==> src/rtl/t_intersection_pkg.sv <==
// t_intersection_pkg: light codes, phase/state types and the legal phase table for the T-intersection monitor
package t_intersection_pkg;
  localparam int NUM_PHASES = 6;
  localparam logic [2:0] LIGHT_RED = 3'b100;
  localparam logic [2:0] LIGHT_YEL = 3'b010;
  localparam logic [2:0] LIGHT_GRN = 3'b001;
  localparam int DEF_DWELL_P0 = 8;
  localparam int DEF_DWELL_P1 = 3;
  localparam int DEF_DWELL_P2 = 6;
  localparam int DEF_DWELL_P3 = 3;
  localparam int DEF_DWELL_P4 = 4;
  localparam int DEF_DWELL_P5 = 3;
  typedef enum logic [2:0] {P0, P1, P2, P3, P4, P5} phase_e;
  typedef enum logic [1:0] {ACQUIRE, TRACK, FAULT} mon_state_e;
  typedef struct packed {
    logic ill;
    logic seq;
    logic dwell;
  } err_t;
  // Entries are packed {LS, RB, LR, BR}
  localparam logic [11:0] PHASE_TABLE [NUM_PHASES] = '{
    {LIGHT_GRN, LIGHT_GRN, LIGHT_RED, LIGHT_RED},
    {LIGHT_GRN, LIGHT_YEL, LIGHT_RED, LIGHT_RED},
    {LIGHT_GRN, LIGHT_RED, LIGHT_GRN, LIGHT_RED},
    {LIGHT_YEL, LIGHT_RED, LIGHT_YEL, LIGHT_RED},
    {LIGHT_RED, LIGHT_RED, LIGHT_RED, LIGHT_GRN},
    {LIGHT_RED, LIGHT_RED, LIGHT_RED, LIGHT_YEL}
  };
  function automatic phase_e next_phase(phase_e p);
    return p == P5 ? P0 : phase_e'(p + 3'd1);
  endfunction
endpackage

==> src/rtl/t_intersection_light_monitor_if.sv <==
// t_intersection_light_monitor_if: light buses, clear and status outputs of the light monitor
interface t_intersection_light_monitor_if #(parameter int CYC_W = 16);
  logic [2:0] light_LS;
  logic [2:0] light_BR;
  logic [2:0] light_LR;
  logic [2:0] light_RB;
  logic clr;
  logic [2:0] phase;
  logic phase_valid;
  logic locked;
  logic err_illegal;
  logic err_sequence;
  logic err_dwell;
  logic [CYC_W-1:0] cycle_count;
  modport master (
    output light_LS, light_BR, light_LR, light_RB, clr,
    input phase, phase_valid, locked, err_illegal, err_sequence, err_dwell, cycle_count
  );
  modport slave (
    input light_LS, light_BR, light_LR, light_RB, clr,
    output phase, phase_valid, locked, err_illegal, err_sequence, err_dwell, cycle_count
  );
endinterface

==> src/rtl/t_intersection_phase_decoder.sv <==
// t_intersection_phase_decoder: maps a 12-bit {LS,RB,LR,BR} light word to its phase index and a valid flag
module t_intersection_phase_decoder
  import t_intersection_pkg::*;
(
  input  logic [11:0] lights,
  output phase_e      phase,
  output logic        valid
);
  always_comb begin
    phase = P0;
    valid = 1'b0;
    for (int i = 0; i < NUM_PHASES; i++) begin
      if (lights == PHASE_TABLE[i]) begin
        phase = phase_e'(i[2:0]);
        valid = 1'b1;
      end
    end
  end
endmodule

==> src/rtl/t_intersection_light_monitor.sv <==
// t_intersection_light_monitor: passive checker of phase legality, order and dwell on the intersection lights.
// Dwell checking is built only when T_INTERSECTION_MON_DWELL_CHECK_EN is defined; otherwise err_dwell is 0.
module t_intersection_light_monitor
  import t_intersection_pkg::*;
#(
  parameter int DWELL_P0 = DEF_DWELL_P0,
  parameter int DWELL_P1 = DEF_DWELL_P1,
  parameter int DWELL_P2 = DEF_DWELL_P2,
  parameter int DWELL_P3 = DEF_DWELL_P3,
  parameter int DWELL_P4 = DEF_DWELL_P4,
  parameter int DWELL_P5 = DEF_DWELL_P5,
  parameter int CNT_W    = 4,
  parameter int CYC_W    = 16
) (
  input logic clk,
  input logic rst,
  t_intersection_light_monitor_if.slave bus
);
  mon_state_e state_q, state_d;
  logic [11:0] sample_q, sample_d;
  logic seen_q, seen_d, have_last_q, have_last_d, phase_valid_q, phase_valid_d;
  phase_e phase_q, phase_d, dec_phase;
  logic dec_valid, change, bad_dwell;
  err_t err_q, err_d, new_err;
  logic [CYC_W-1:0] cycle_q, cycle_d;

  t_intersection_phase_decoder u_dec (.lights(sample_q), .phase(dec_phase), .valid(dec_valid));

  // A valid sample after an illegal one counts as a change even if it repeats the last phase
  always_comb begin
    sample_d = {bus.light_LS, bus.light_RB, bus.light_LR, bus.light_BR};
    seen_d = 1'b1;
    change = dec_valid && have_last_q && (dec_phase != phase_q || !phase_valid_q);
    phase_d = dec_valid ? dec_phase : phase_q;
    phase_valid_d = dec_valid;
    have_last_d = have_last_q | dec_valid;
  end

`ifdef T_INTERSECTION_MON_DWELL_CHECK_EN
  localparam logic [CNT_W-1:0] DWELL [NUM_PHASES] = '{
    CNT_W'(DWELL_P0), CNT_W'(DWELL_P1), CNT_W'(DWELL_P2),
    CNT_W'(DWELL_P3), CNT_W'(DWELL_P4), CNT_W'(DWELL_P5)
  };
  logic [CNT_W-1:0] dwell_q, dwell_d;
  always_comb begin
    bad_dwell = state_q == TRACK && dec_valid &&
                (change ? dwell_q < DWELL[phase_q] : dwell_q == DWELL[phase_q]);
  end
  always_comb begin
    dwell_d = state_d != TRACK ? '0 : change ? CNT_W'(1) : dwell_q == '1 ? dwell_q : dwell_q + 1'b1;
  end
  always_ff @(posedge clk) begin
    dwell_q <= rst ? '0 : dwell_d;
  end
`else
  localparam int unused_dwell = DWELL_P0 + DWELL_P1 + DWELL_P2 + DWELL_P3 + DWELL_P4 + DWELL_P5 + CNT_W;
  assign bad_dwell = 1'b0;
`endif

  // A newly detected error outranks clr in the same cycle
  always_comb begin
    new_err = '{ill: seen_q && !dec_valid,
                seq: state_q == TRACK && change && dec_phase != next_phase(phase_q),
                dwell: bad_dwell};
    err_d = bus.clr ? new_err : err_t'(err_q | new_err);
    state_d = |new_err ? FAULT : bus.clr ? ACQUIRE : (state_q == ACQUIRE && change) ? TRACK : state_q;
    cycle_d = cycle_q + CYC_W'(state_q == TRACK && change && phase_q == P5 && dec_phase == P0);
  end

  always_ff @(posedge clk) begin
    if (rst) begin
      state_q <= ACQUIRE;
      sample_q <= '0;
      seen_q <= 1'b0;
      have_last_q <= 1'b0;
      phase_q <= P0;
      phase_valid_q <= 1'b0;
      err_q <= '0;
      cycle_q <= '0;
    end else begin
      state_q <= state_d;
      sample_q <= sample_d;
      seen_q <= seen_d;
      have_last_q <= have_last_d;
      phase_q <= phase_d;
      phase_valid_q <= phase_valid_d;
      err_q <= err_d;
      cycle_q <= cycle_d;
    end
  end

  assign bus.phase = phase_q;
  assign bus.phase_valid = phase_valid_q;
  assign bus.locked = state_q == TRACK;
  assign bus.err_illegal = err_q.ill;
  assign bus.err_sequence = err_q.seq;
  assign bus.err_dwell = err_q.dwell;
  assign bus.cycle_count = cycle_q;
endmodule

==> src/flat_wrapper.sv <==
// flat-port wrapper written by rule: the top's interface ports become plain ports
module t_intersection_light_monitor_flat import t_intersection_pkg::*;
#(
  parameter int DWELL_P0 = DEF_DWELL_P0,
  parameter int DWELL_P1 = DEF_DWELL_P1,
  parameter int DWELL_P2 = DEF_DWELL_P2,
  parameter int DWELL_P3 = DEF_DWELL_P3,
  parameter int DWELL_P4 = DEF_DWELL_P4,
  parameter int DWELL_P5 = DEF_DWELL_P5,
  parameter int CNT_W    = 4,
  parameter int CYC_W    = 16
)
  (clk, rst, bus_light_LS, bus_light_BR, bus_light_LR, bus_light_RB, bus_clr, bus_phase, bus_phase_valid, bus_locked, bus_err_illegal, bus_err_sequence, bus_err_dwell, bus_cycle_count);
  t_intersection_light_monitor_if #(.CYC_W(CYC_W)) bus_i ();
  input logic clk;
  input logic rst;
  input wire logic [$bits(bus_i.light_LS)-1:0] bus_light_LS;
  input wire logic [$bits(bus_i.light_BR)-1:0] bus_light_BR;
  input wire logic [$bits(bus_i.light_LR)-1:0] bus_light_LR;
  input wire logic [$bits(bus_i.light_RB)-1:0] bus_light_RB;
  input wire logic [$bits(bus_i.clr)-1:0] bus_clr;
  output wire logic [$bits(bus_i.phase)-1:0] bus_phase;
  output wire logic [$bits(bus_i.phase_valid)-1:0] bus_phase_valid;
  output wire logic [$bits(bus_i.locked)-1:0] bus_locked;
  output wire logic [$bits(bus_i.err_illegal)-1:0] bus_err_illegal;
  output wire logic [$bits(bus_i.err_sequence)-1:0] bus_err_sequence;
  output wire logic [$bits(bus_i.err_dwell)-1:0] bus_err_dwell;
  output wire logic [$bits(bus_i.cycle_count)-1:0] bus_cycle_count;
  assign bus_i.light_LS = bus_light_LS;
  assign bus_i.light_BR = bus_light_BR;
  assign bus_i.light_LR = bus_light_LR;
  assign bus_i.light_RB = bus_light_RB;
  assign bus_i.clr = bus_clr;
  assign bus_phase = bus_i.phase;
  assign bus_phase_valid = bus_i.phase_valid;
  assign bus_locked = bus_i.locked;
  assign bus_err_illegal = bus_i.err_illegal;
  assign bus_err_sequence = bus_i.err_sequence;
  assign bus_err_dwell = bus_i.err_dwell;
  assign bus_cycle_count = bus_i.cycle_count;
  t_intersection_light_monitor #(.DWELL_P0(DWELL_P0), .DWELL_P1(DWELL_P1), .DWELL_P2(DWELL_P2), .DWELL_P3(DWELL_P3), .DWELL_P4(DWELL_P4), .DWELL_P5(DWELL_P5), .CNT_W(CNT_W), .CYC_W(CYC_W)) u_core (.clk(clk), .rst(rst), .bus(bus_i));
endmodule
==> config.mk <==
export PLATFORM = sky130hd
export DESIGN_NAME = t_intersection_light_monitor_flat
export DESIGN_NICKNAME = d
export VERILOG_FILES = /design/src/rtl/t_intersection_pkg.sv /design/src/rtl/t_intersection_light_monitor_if.sv /design/src/rtl/t_intersection_phase_decoder.sv /design/src/rtl/t_intersection_light_monitor.sv /design/src/flat_wrapper.sv
export SDC_FILE = /design/constraint.sdc
export NUM_CORES = 1
export LEC_CHECK = 0
export CORE_MARGIN = 3
export CORE_UTILIZATION = 53
export CTS_CLUSTER_SIZE = 14
export DETAILED_ROUTE_END_ITERATION = 6
export PLACE_DENSITY = 0.82
export SLEW_MARGIN = 15
export SYNTH_ARGS = -nofsm -noshare
export SYNTH_HDL_FRONTEND = slang
export SYNTH_HIERARCHICAL = 1
export SYNTH_SLANG_ARGS = --single-unit
export TNS_END_PERCENT = 20
==> constraint.sdc <==
create_clock -name clk -period 9.45 [get_ports clk]
set_input_delay 1.89 -clock clk [delete_from_list [all_inputs] [get_ports clk]]
set_output_delay 1.89 -clock clk [all_outputs]
set_load 0.01 [all_outputs]
==> flow_metrics.tcl <==
set metrics [dict create \
    rows 19 \
    ys_seq_elements 38 \
    postSynthCellCount 182 \
    antenna_cells 0 \
    use_met3_pct 5.94 \
    yosys_warnings 6 \
    finalWorstSetupSlack_ns 5.71 \
    relSlewSlack_pct 57.4 \
    vias 1454 \
    report.final.slew_viol_count 0 \
    grt_busiest_layer "met2" \
    min-delay-path-class "flop to flop" \
    synth_top_flop_cell "dfxtp_1" \
    holdPathStages 2 \
    insertion_delay_ns 0.35 \
    drtPass1Iterations 4 \
    cts_tree "yes" \
    async_flop_share_pct 0 \
    synth.net_count 200 \
    clk_pin_slew_ns 0.12 \
    synth_area_per_cell_sq_um 9.32 \
    core_area_sq_um 2900 \
    gp_congestion 0.866 \
    cts-hold-fix-buffers 0 \
    syn_area_sq_um 1700 \
    period_minus_slack_ns 3.74 \
    clock_skew_ns 0.0107 \
    dieArea_sq_um 3910 \
    nNetsFinal 238 \
    areaGrowthSynthToFinish_pct 26.9 \
    synth_fa_ha_area_share_pct 2.21 \
    die_y_um 62.6 \
    h-tree-depth 2 \
    filler_cell_count 243 \
    cts_resized 0 \
    multi_input_area_sq_um 897 \
    dp_hpwl_mm 2.66 \
    fmax_ghz 0.268 \
    cp.required_ns 9.74 \
    postCtsSetupRepairBufs 0 \
    outcome "completed" \
    wl_per_cell_um 13.6 \
    fin_tns_setup_ns 0 \
    crit_fanout 7 \
    use_met1_pct 18.3 \
    muxShareOfSynthArea_pct 1.77 \
    synthSimpleGateAreaFrac_pct 32.3 \
    avgViaCountPerCell 5.53 \
    io_pins 39 \
    setup.worst_path.end "u_core/bus.cycle_count[15]$_SDFF_PP0_" \
    powerDensity_nw_per_um2 126 \
    grt_overflow 0 \
    synth_cell_types 46 \
    cts_buffer_depth 2 \
    synth_most_common_cell "dfxtp_1" \
    synth.top_cell.area_share_pct 44.9 \
    place_ws_ns 5.67 \
    synth_top_family_by_area "simple AND/OR/NAND/NOR gates" \
    worst_slew_pin_slew_ns 0.638 \
    yosys.area.top_type "dfxtp_1" \
    rsz0062_at_grt "false" \
    fp.dieW_um 62.6 \
    grt_start_max_net_pins 39 \
    seq_area_frac_synth_pct 44.9 \
    grt_pass1_wl_mm 5.87 \
    grt_pass1_vias 1391 \
    cp.arrival_ns 4.02 \
    worst-setup-path-type "flop to flop" \
    regToRegEndpoint "u_core/bus.cycle_count[15]$_SDFF_PP0_" \
    finalWirelength_mm 3.58 \
    final_hold_viol_count 0 \
    reg2reg_depth 13 \
    max_cap_viol_count 0 \
    synth_edf_count 0 \
    clkSinkCount 38 \
    ir_worst_vdd_v 0.000107 \
    ant_nets 0 \
    leakagePower_nw 0.782 \
    rrSetupSlack_ns 5.71 \
    drc 0 \
    track_usage_pct 18.8 \
    worst_setup_path_start_kind "flop" \
    seq_area_sq_um 761 \
    cts_buffers 5 \
    cts_root_buf "clkbuf_4" \
    reg2reg_from "u_core/sample_q[4]$_SDFF_PP0_" \
    synth_xor_area_share_pct 7.23 \
    portBuffers 37 \
    initial_core_util_pct 58.5 \
    critPathCaptureType "flop" \
    antenna_found_initial 0 \
    power_uw 271 \
    drt_first_iter_violations 98 \
    period_share_pct 39.5 \
    synth_compound_area_share_pct 9.23 \
    use_met2_pct 34.9 \
    yosys-top-cells-area "dfxtp_1 45%, nor2b_1 5.9%, xor2_1 4.6%" \
    startpoint "u_core/sample_q[4]$_SDFF_PP0_" \
    synth_commonest_cells "38 x dfxtp_1, 17 x nor2_1, 16 x nor2b_1" \
    layout-drive-gt1-share_pct 9.05 \
    setup_viol 0 \
]
sequential cells by signal, indices dropped and copies added (netlist names):
signal,cells
u_core/have_last_q,1
u_core/bus.err_illegal,1
u_core/bus.err_sequence,1
u_core/bus.cycle_count,16
u_core/bus.phase_valid,1
u_core/sample_q,12
u_core/seen_q,1
u_core/bus.phase,3
u_core/state_q,2
power breakdown:
part	switching [mW]	internal [mW]	leakage, nW
combinational	0.00666	0.00922	0.438
clock	0.0525	0.0358	0.0343
sequential	0.00326	0.164	0.310
final cells by class:
cell class / instances / area share, %
well taps: 42 / 2.44
multi-input cells: 135 / 41.7
clock inverters: 2 / 0.582
flip-flops and latches: 38 / 35.4
inverters: 3 / 0.524
repair buffers: 37 / 17.0
clock buffers: 6 / 2.39
placed cells by master, fill, tap and decap left out, types with 2 or more instances in the layout:
| cell type | instances |
|---|---|
| dfxtp_1 | 38 |
| clkdlybuf4s50_1 | 36 |
| nor2_1 | 17 |
| nor2b_1 | 16 |
| xor2_1 | 9 |
| nand2_1 | 9 |
| a21oi_1 | 9 |
| nand3_1 | 8 |
| nor3_1 | 7 |
| or3_1 | 6 |
| nand2b_1 | 6 |
| clkbuf_4 | 5 |
| xnor2_1 | 5 |
| o21ai_0 | 4 |
| inv_1 | 3 |
| mux2i_1 | 3 |
| ha_1 | 3 |
| nor4_1 | 2 |
| nand4_1 | 2 |
| nand3b_1 | 2 |
| o31ai_1 | 2 |
| a31o_2 | 2 |
how the worst min path moves through the flow:
| stage | slack (ns) | startpoint | endpoint |
|---|---|---|---|
| detailed placement | 0.45 | u_core/have_last_q$_SDFF_PP0_ | u_core/have_last_q$_SDFF_PP0_ |
| floorplan | 0.43 | u_core/have_last_q$_SDFF_PP0_ | u_core/have_last_q$_SDFF_PP0_ |
| CTS | 0.48 | u_core/have_last_q$_SDFF_PP0_ | u_core/have_last_q$_SDFF_PP0_ |
| global placement | 0.45 | u_core/have_last_q$_SDFF_PP0_ | u_core/have_last_q$_SDFF_PP0_ |
| finish | 0.48 | u_core/have_last_q$_SDFF_PP0_ | u_core/have_last_q$_SDFF_PP0_ |
| global route | 0.53 | u_core/bus.err_illegal$_SDFF_PP0_ | u_core/bus.err_illegal$_SDFF_PP0_ |
layer usage:
layer	wire (um)	up-vias
met5	0	-
met3	183	12
met4	82	0
li1	-	710
met2	1880	46
met1	1430	686
critical path: stages, from the launching register on:
cell	delay (ns)
dfxtp_1	0.35
nor3b_2	0.23
and4b_1	0.26
nor4b_4	0.35
or3_1	0.35
and3b_1	0.20
o41a_1	0.17
nand2_1	0.08
nor4_1	0.34
ha_1	0.26
nand3_1	0.12
or2_4	0.28
or4_1	0.53
a21oi_1	0.15
stage by stage:
step | cell area, sq um | hold slack (ns) | std cells | util [%]
global route | 2150 | 0.531 | 263 | 74.2
CTS | 2160 | 0.480 | 263 | 74.3
finish | 2150 | 0.485 | 263 | 74.2
global placement | 2090 | 0.448 | 255 | 72.1
floorplan | 1700 | 0.427 | 182 | -
detailed placement | 2090 | 0.454 | 255 | 72.1
logic make-up after synthesis:
logic type | count (synthesis)
other | 1
multiplexers | 3
XOR/XNOR | 14
AND/OR/NAND/NOR | 91
buffers and inverters | 9
AO/OA/AOI/OAI | 23
flip-flops | 38
adder cells (fa/ha/maj) | 3
Note: power is estimated with default switching activity, not from simulation.
